### config.mk
export PLATFORM = sky130hd
export DESIGN_NAME = note_highway
export DESIGN_NICKNAME = d
export VERILOG_FILES = /design/src/rtl/note_highway.sv
export SDC_FILE = /design/constraint.sdc
export NUM_CORES = 1
export LEC_CHECK = 0
export CORE_ASPECT_RATIO = 2
export CORE_UTILIZATION = 52
export DETAILED_ROUTE_END_ITERATION = 10
export PLACE_DENSITY = 0.77
export SETUP_SLACK_MARGIN = 0.1
export SKIP_LAST_GASP = 1
export SLEW_MARGIN = 40
export SYNTH_ARGS = -nofsm -noshare
export SYNTH_HDL_FRONTEND = slang
export SYNTH_SLANG_ARGS = --single-unit
export TNS_END_PERCENT = 30
### constraint.sdc
create_clock -name Clk -period 5 [get_ports Clk]
set_input_delay 1 -clock Clk [delete_from_list [all_inputs] [get_ports Clk]]
set_output_delay 1 -clock Clk [all_outputs]
set_load 0.1 [all_outputs]
### src/rtl/note_highway.sv
// Scrolling 8-lane note highway: chart row intake, per-frame scroll, pixel decode
// for gems and fret buttons, and hit/miss judging at the strike row.
module note_highway #(
    parameter int ROWS       = 14,
    parameter int LOG2_ROW_H = 5,
    parameter int SPEED      = 2,
    parameter int HWY_X0     = 160,
    parameter int LANE_W     = 40,
    parameter int HWY_Y0     = 0,
    parameter int GEM_H      = 16,
    parameter int GEM_MARGIN = 4,
    parameter int FB_Y0      = 448,
    parameter int FB_H       = 16
) (
    input  logic        Clk,
    input  logic        Reset,
    input  logic        frame_tick,
    input  logic [9:0]  DrawX,
    input  logic [9:0]  DrawY,
    input  logic        note_valid,
    input  logic [7:0]  note_data,
    output logic        note_ready,
    input  logic [7:0]  keys,
    output logic [7:0]  is_sr,
    output logic [7:0]  is_fb,
    output logic [7:0]  keyTrack,
    output logic        hit_pulse,
    output logic        miss_pulse,
    output logic [15:0] hit_count,
    output logic [15:0] miss_count
);

    localparam int ROW_H = 1 << LOG2_ROW_H;
    localparam logic [LOG2_ROW_H:0]   SPEED_W = SPEED[LOG2_ROW_H:0];
    localparam logic [LOG2_ROW_H:0]   ROW_H_W = ROW_H[LOG2_ROW_H:0];
    localparam logic [LOG2_ROW_H-1:0] GEM_H_W = GEM_H[LOG2_ROW_H-1:0];
    localparam logic signed [10:0] HWY_Y0_S = HWY_Y0[10:0];
    localparam logic signed [10:0] FB_Y0_S  = FB_Y0[10:0];
    localparam logic signed [10:0] FB_Y1_S  = 11'(FB_Y0 + FB_H);
    localparam logic signed [10:0] GEM_L_S  = GEM_MARGIN[10:0];
    localparam logic signed [10:0] GEM_R_S  = 11'(LANE_W - GEM_MARGIN);
    localparam logic signed [10:0] LANE_W_S = LANE_W[10:0];

    logic [7:0]            rows [ROWS];
    logic [LOG2_ROW_H-1:0] offset;
    logic [LOG2_ROW_H:0]   offset_sum;
    logic                  shift;
    logic [7:0]            key_meta;
    logic [7:0]            key_prev;
    logic [7:0]            key_rise;
    logic [7:0]            hit_bits;
    logic [7:0]            strike_left;
    logic [3:0]            hit_n;
    logic [3:0]            miss_n;
    logic [16:0]           hit_sum;
    logic [16:0]           miss_sum;

    logic signed [10:0] y_pos;
    logic signed [10:0] x_pos;
    logic signed [10:0] y_diff;
    logic signed [10:0] row_k;
    logic signed [10:0] lane_x0;
    logic               row_ok;
    logic               gem_y;
    logic               fb_y;
    logic [7:0]         sel_row;

    // A wrap of the sub-row offset is what moves the whole buffer down one row.
    assign offset_sum = {1'b0, offset} + SPEED_W;
    assign shift      = frame_tick && (offset_sum >= ROW_H_W);
    assign note_ready = shift && !Reset;

    // Hits are judged on the pre-shift strike row; bits hit now never count as misses.
    assign key_rise    = keyTrack & ~key_prev;
    assign hit_bits    = key_rise & rows[ROWS-1];
    assign strike_left = rows[ROWS-1] & ~hit_bits;
    assign hit_n       = 4'($countones(hit_bits));
    assign miss_n      = shift ? 4'($countones(strike_left)) : 4'd0;
    assign hit_sum     = {1'b0, hit_count} + {13'd0, hit_n};
    assign miss_sum    = {1'b0, miss_count} + {13'd0, miss_n};

    always_ff @(posedge Clk) begin
        if (Reset) begin
            for (int r = 0; r < ROWS; r++) begin
                rows[r] <= '0;
            end
            offset     <= '0;
            key_meta   <= '0;
            keyTrack   <= '0;
            key_prev   <= '0;
            hit_count  <= '0;
            miss_count <= '0;
            hit_pulse  <= 1'b0;
            miss_pulse <= 1'b0;
        end else begin
            key_meta <= keys;
            keyTrack <= key_meta;
            key_prev <= keyTrack;
            if (frame_tick) begin
                offset <= offset_sum[LOG2_ROW_H-1:0];
            end
            if (shift) begin
                for (int r = ROWS - 1; r > 0; r--) begin
                    rows[r] <= rows[r-1];
                end
                rows[0] <= note_valid ? note_data : 8'h00;
            end else begin
                rows[ROWS-1] <= strike_left;
            end
            hit_count  <= hit_sum[16]  ? 16'hFFFF : hit_sum[15:0];
            miss_count <= miss_sum[16] ? 16'hFFFF : miss_sum[15:0];
            hit_pulse  <= (hit_n != 4'd0);
            miss_pulse <= (miss_n != 4'd0);
        end
    end

    // Signed 11-bit pixel math so rows above the scrolled-in offset decode as empty.
    always_comb begin
        is_sr   = '0;
        is_fb   = '0;
        sel_row = '0;
        lane_x0 = '0;
        y_pos   = $signed({1'b0, DrawY});
        x_pos   = $signed({1'b0, DrawX});
        y_diff  = y_pos - HWY_Y0_S - $signed(11'(offset));
        row_k   = y_diff >>> LOG2_ROW_H;
        row_ok  = (y_diff >= 11'sd0) && (row_k < $signed(11'(ROWS)));
        gem_y   = y_diff[LOG2_ROW_H-1:0] < GEM_H_W;
        fb_y    = (y_pos >= FB_Y0_S) && (y_pos < FB_Y1_S);
        for (int r = 0; r < ROWS; r++) begin
            if (row_ok && (row_k == $signed(11'(r)))) begin
                sel_row = rows[r];
            end
        end
        for (int i = 0; i < 8; i++) begin
            lane_x0  = $signed(11'(HWY_X0 + (7 - i) * LANE_W));
            is_sr[i] = row_ok && gem_y && sel_row[i] &&
                       (x_pos >= lane_x0 + GEM_L_S) && (x_pos < lane_x0 + GEM_R_S);
            is_fb[i] = fb_y && (x_pos >= lane_x0) && (x_pos < lane_x0 + LANE_W_S);
        end
    end

endmodule

# Word-level counts from Yosys, hierarchy flattened
# Memories as Yosys holds them, arrays and structs flattened.
# Index checks and enable logic that the tools add are counted.
[totals]
reg_bits = 63
mem_bits_rw = 112
in_bits = 40
output_inout_bits = 59
word_cells = 202
memories = 1
[classes]
addsub = 18
magnitude_cmp = 38
eq_ne = 13
muxes = 41
bitwise = 20
n_reduce_logical = 63
[mem_list]
columns = ["memory", "depth", "word_bits", "rd", "rd_ports_with_merged_regs", "wr", "line", "source"]
rows = [
  ["rows", 14, 8, 14, 0, 14, "44", "logic [7:0] rows [ROWS];"],
]
[ops]
columns = ["operator", "count"]
rows = [
  ["8-bit two-way mux", 30],
  ["10-bit by 9-bit < comparator with 1-bit output, second input constant", 13],
  ["10-bit by 9-bit >= comparator with 1-bit output, second input constant", 11],
  ["10-bit by 8-bit >= comparator with 1-bit output, second input constant", 6],
  ["1-bit logical AND", 59],
  ["10-bit by 8-bit < comparator with 1-bit output, second input constant", 4],
  ["6-bit by 5-bit equality test with 1-bit output, second input constant", 6],
  ["16-bit by 4-bit adder with 17-bit output", 2],
  ["16-bit two-way mux", 2],
  ["8-bit bitwise AND", 3],
  ["6-bit by 4-bit equality test with 1-bit output, second input constant", 4],
  ["1-bit by 1-bit adder with 2-bit output", 8],
  ["8-bit NOT", 2],
  ["1-bit bitwise OR", 15],
  ["2-bit by 2-bit adder with 3-bit output", 4],
  ["6-bit by 3-bit equality test with 1-bit output, second input constant", 2],
  ["11-bit by 1-bit >= comparator with 1-bit output, second input constant", 1],
  ["11-bit zero test", 1],
  ["10-bit by 5-bit subtractor with 11-bit output", 1],
  ["3-bit by 3-bit adder with 4-bit output", 2],
  ["1-bit two-way mux", 8],
  ["4-bit nonzero test", 2],
  ["5-bit by 2-bit adder with 6-bit output, second input constant", 1],
  ["6-bit by 2-bit equality test with 1-bit output, second input constant", 1],
  ["5 further kinds", 5],
]

# Logic depth before layout (Yosys ltp)
[logic_depth]
ltp_word = 21
depth_mapped = 20
depth_no_buf = 20

# Least setup slack after synthesis
# OpenSTA, ideal clock, no wires.
[synth_timing]
path_kind = "input port to output port"
from = "in DrawY[8]"
to = "out is_fb[6]"
arrival_ps = 6424
t_required_ps = 4000
setup_slack_ps = -2424
stages = 5
n_path_buf = 1
path_cell_list = "clkbuf_8 > inv_1 > nor4_1 > nand3_1 > a2111oi_0"
[synth_via]
elab_chain_len = 4
elab_cells_between_ends = 5
classes_between = "order compare (2); reduce/logical (3)"
[synth_rtl]
columns = ["element", "line", "source"]
rows = [
  ["start, declared", "19", "input logic [9:0] DrawY,"],
  ["10-bit by 9-bit >= comparator with 1-bit output / 10-bit by 9-bit < comparator with 1-bit output (equally long branches)", "129", "fb_y = (y_pos >= FB_Y0_S) && (y_pos < FB_Y1_S);"],
  ["1-bit logical AND *", "129", ""],
  ["1-bit logical AND * (2 in a row)", "139", "is_fb[i] = fb_y && (x_pos >= lane_x0) && (x_pos < lane_x0 + LANE_W_S);"],
  ["end, declared", "25", "output logic [7:0] is_fb,"],
]
# Every way passes the cells marked *; elsewhere a longest branch is shown, timed or not.

# Final worst setup path
[layout_timing]
from = "in DrawY[6]"
to = "out is_sr[0]"
[layout_via]
elab_chain_len = 21
elab_cells_between_ends = 50
classes_between = "add/sub (1); order compare (2); eq/ne (13); mux (14); reduce/logical (20)"
[layout_rtl]
columns = ["element", "line", "source"]
rows = [
  ["10-bit by 5-bit subtractor with 11-bit output *", "125", "y_diff = y_pos - HWY_Y0_S - $signed(11'(offset));"],
  ["11-bit by 1-bit >= comparator with 1-bit output / 6-bit by 5-bit < comparator with 1-bit output (equally long branches)", "127", "row_ok = (y_diff >= 11'sd0) && (row_k < $signed(11'(ROWS)));"],
  ["1-bit logical AND", "127", ""],
  ["1-bit logical AND", "131", "if (row_ok && (row_k == $signed(11'(r)))) begin"],
  ["8-bit two-way mux (14 in a row)", "131", ""],
  ["1-bit logical AND * (2 in a row)", "137", "is_sr[i] = row_ok && gem_y && sel_row[i] &&"],
  ["1-bit logical AND *", "138", "(x_pos >= lane_x0 + GEM_L_S) && (x_pos < lane_x0 + GEM_R_S);"],
  ["end, declared", "24", "output logic [7:0] is_sr,"],
]
# Marks and branches as above.

==> qor.txt <==
Peak Freq: 204 MHz
Initial antenna violation count: 0
Final count of hold timing violations: 0
Hold path depth: 1
CP max FO: 4
Compound-Gate Fraction of Synth Area: 0.142
Worst slew margin: 0.467
Number of global-route vias before repair: 7914
Max cap viols: 0
# port buffers: 95
Largest family of logic cells by synthesized area: simple AND/OR/NAND/NOR gates
Critical path class: in2out
EDFF count, synth: 112
First-pass GRT wire length: 41700 µm
DIE AREA: 0.0184 mm²
Setup violations, final: 0
Io pins: 99
Worst Setup Start Kind: input pin
Die Y: 191 µm
Top cell type's share of synthesized area: 0.364
Pwr per Cell Area: 284 mW/mm²
Area share of and/or/nand/nor cells after synthesis: 0.224
Antenna diode count: 0
Reg-to-Reg Start: rows[1][40]$_DFFE_PP_
Syn Area/Cell: 10.3 µm²
Layout Skew: 0.0161 ns
Reg clk slew, reported paths: 0.07 ns
Worst-path cell chain: clkdlybuf4s50_1 > or3_4 > buf_4 > o21ai_2 > buf_4 > nand4_1 > o32ai_4 > a2111oi_4 > buf_4 > nor4_4 > o221a_2 > buf_12
Fin. max-slew vios: 0
Via-to-Cell Ratio: 6.15
Worst path slowest cell: clkdlybuf4s50_1
Synthesized flop and latch total: 174
CP max stage delay: 0.42 ns
WHS Endpoint: keyTrack[0]$_SDFF_PP0_
CP delay by family, top: buffers and inverters
Hold Path Class: reg2reg
TNS Setup: 0 ns
Layout cells sized above 1: 0.289
Chip width: 96.3 µm
Worst Hold Slack: 0.434 ns
Most area-consuming cells after synthesis: edfxtp_1, dfxtp_1, and3_1
Multiplexer share of the synthesized area: 0.0123
Tot Pwr: 3.53 mW
Crit-path most repeated cell: buf_4
CTS root buf: clkbuf_16
Cell taking the most area after synthesis: edfxtp_1
TritonCTS Buffers: 17
R2R setup slack: 0.29 ns
R2R depth: 18
Reg-to-reg endpoint: hit_count[11]$_SDFF_PP0_
Distinct cells, synth: 81
Synth Flop Type: edfxtp_1
Max Buffers Root-to-Sink: 2
Vias: 8024
H-tree depth: 4
Layout area overhead: 34.3%
XOR/XNOR Fraction of Synth Area: 0.0294
Nature of the critical path endpoint: output port
GRT Util Overall: 0.304
Sink Count: 174
CTS tree: yes
Dpl ws: -0.815 ns
Fillers: 1218
Most frequent cells in the layout: edfxtp_1, and3_1, buf_4, nand2_1, dfxtp_1
Peak supply drop: 0.247 mV
RSZ-0062 raised after global routing: yes
FP Rows: 68
Hold path start: key_meta[0]$_SDFF_PP0_
# nets final: 1152
Commonest non-fill, non-tap cell in the layout: edfxtp_1
Drt drc: 0
Hold_buf cts: 0
Total wire length: 26800 µm
Leakage power: 5.22 nW
Cell area after synthesis: 0.00925 mm²
Antenna Violating Nets Remaining: 0
PnR worst setup slack: 0.0941 ns
Slew @ Worst Pin: 0.799 ns
Starting Density: 0.533
Drt first pass iters: 5
Total grt overflow: 0
CP required: 4.00 ns
DRT iter0 DRCs: 666
Yosys warnings: 0
Worst Path Buf+Inv: 5
Cells after Synth: 897
Largest net degree at the start of global routing: 99
DR WL/cell: 20.5 µm
Status: completed
Crit path DAT: 3.91 ns
Post-synth ARST share: 0
Final period util: 0.981
Post-Synth Adder-Cell Area: 0.0495
Hpwl dp: 18100 µm
Post-synthesis sequential area ratio: 0.498
Core area: 0.0174 mm²
Routability cong.: 0.928
Later-pin clock latency in the skew report: 0.43 ns
Final min period: 4.91 ns
[worst register-to-register path, stage by stage (launching register included)]
cell	delay, ns
edfxtp_1	0.40
buf_4	0.16
inv_1	0.05
nor2_1	0.05
fa_1	0.53
inv_1	0.07
fa_1	0.49
fa_1	0.52
inv_1	0.04
ha_1	0.20
fa_1	0.38
xor2_1	0.17
ha_1	0.33
a21o_1	0.12
a21oi_1	0.09
nor2b_1	0.23
nand2_1	0.13
or3_4	0.50
a21oi_1	0.17
[synthesized netlist by cell type (all sizes together) (8+ instances only)]
master and n:
nand4 9, o211ai 10, dfxtp 62, nand3 30
nor2 37, a211oi 10, nor4 9, and3 110
and2 9, o21ai 22, nor3 19, inv 37
a31oi 8, a21oi 57, nand3b 8, xnor2 13
mux2i 8, ha 19, a221oi 9, edfxtp 112
nor2b 31, buf 8, nand2b 18, fa 11
xor2 18, clkbuf 46, nand2 72
[layout make-up]
class | instances | area (µm²) | share of cell area
Clock buffer | 17 | 425 | 0.0342
Clock inverter | 15 | 188 | 0.0151
Inverter | 37 | 139 | 0.0112
Multi-Input combinational cell | 639 | 4950 | 0.398
Sequential cell | 174 | 4620 | 0.372
Tap cell | 210 | 263 | 0.0212
Timing Repair Buffer | 213 | 1840 | 0.148
[routing by layer]
| metal | vias up | share of wire | routed length [µm] | track usage |
|---|---|---|---|---|
| li1 | 3692 | - | - | - |
| met1 | 3893 | 0.36 | 9550 | 0.345 |
| met2 | 343 | 0.53 | 14300 | 0.514 |
| met3 | 96 | 0.049 | 1310 | 0.0490 |
| met4 | 0 | 0.062 | 1650 | 0.202 |
| met5 | - | 0 | 0 | 0 |
[how the worst max path moves through the flow]
stage,start,end,slack [ns],cells past startpoint
after global routing,DrawY[6],is_sr[0],-0.007,12
final,DrawY[6],is_sr[0],0.09,12
after floorplan,DrawX[5],is_fb[7],-0.02,5
after detailed placement,DrawY[1],is_sr[5],-0.81,15
after global placement,DrawY[1],is_sr[5],-0.86,14
after CTS,key_prev[0]$_SDFF_PP0_,miss_count[15]$_SDFF_PP0_,0.08,19
[flip-flops by register name (all words and copies together), names as in the netlist]
name / cells
rows: 112
hit_count: 16
miss_count: 16
keyTrack: 8
key_meta: 8
key_prev: 8
offset: 4
hit_pulse: 1
miss_pulse: 1
[cell families after synthesis]
| family | after synthesis |
|---|---|
| AND/OR/NAND/NOR | 374 |
| AO/OA/AOI/OAI | 185 |
| buffers and inverters | 91 |
| multiplexers | 11 |
| flip-flops | 174 |
| other | 1 |
| XOR/XNOR | 31 |
| adder cells (fa/ha/maj) | 30 |
[through the flow]
stage	std cells	cell area (µm²)	util
after global routing	1305	12400	0.716
final	1305	12400	0.716
after floorplan	904	9490	-
after CTS	1301	12100	0.700
after detailed placement	1264	11200	0.647
after global placement	1264	11400	0.659
[report_power, final]
group / switching (mW) / total, mW / internal (mW)
Clock: 0.588 / 1.38 / 0.795
Sequential: 0.0349 / 1.61 / 1.57
Combinational: 0.324 / 0.542 / 0.218
Total: 0.947 / 3.53 / 2.58
[repair_timing]
| action | CTS | global route |
|---|---|---|
| buffers inserted | 4 | 4 |
| pin swaps | 21 | 28 |
| gates cloned | 1 | 0 |
| setup endpoints to repair | 22 | 38 |
| gates resized for setup | 67 | 49 |
Power figures use the tool's default switching activity.
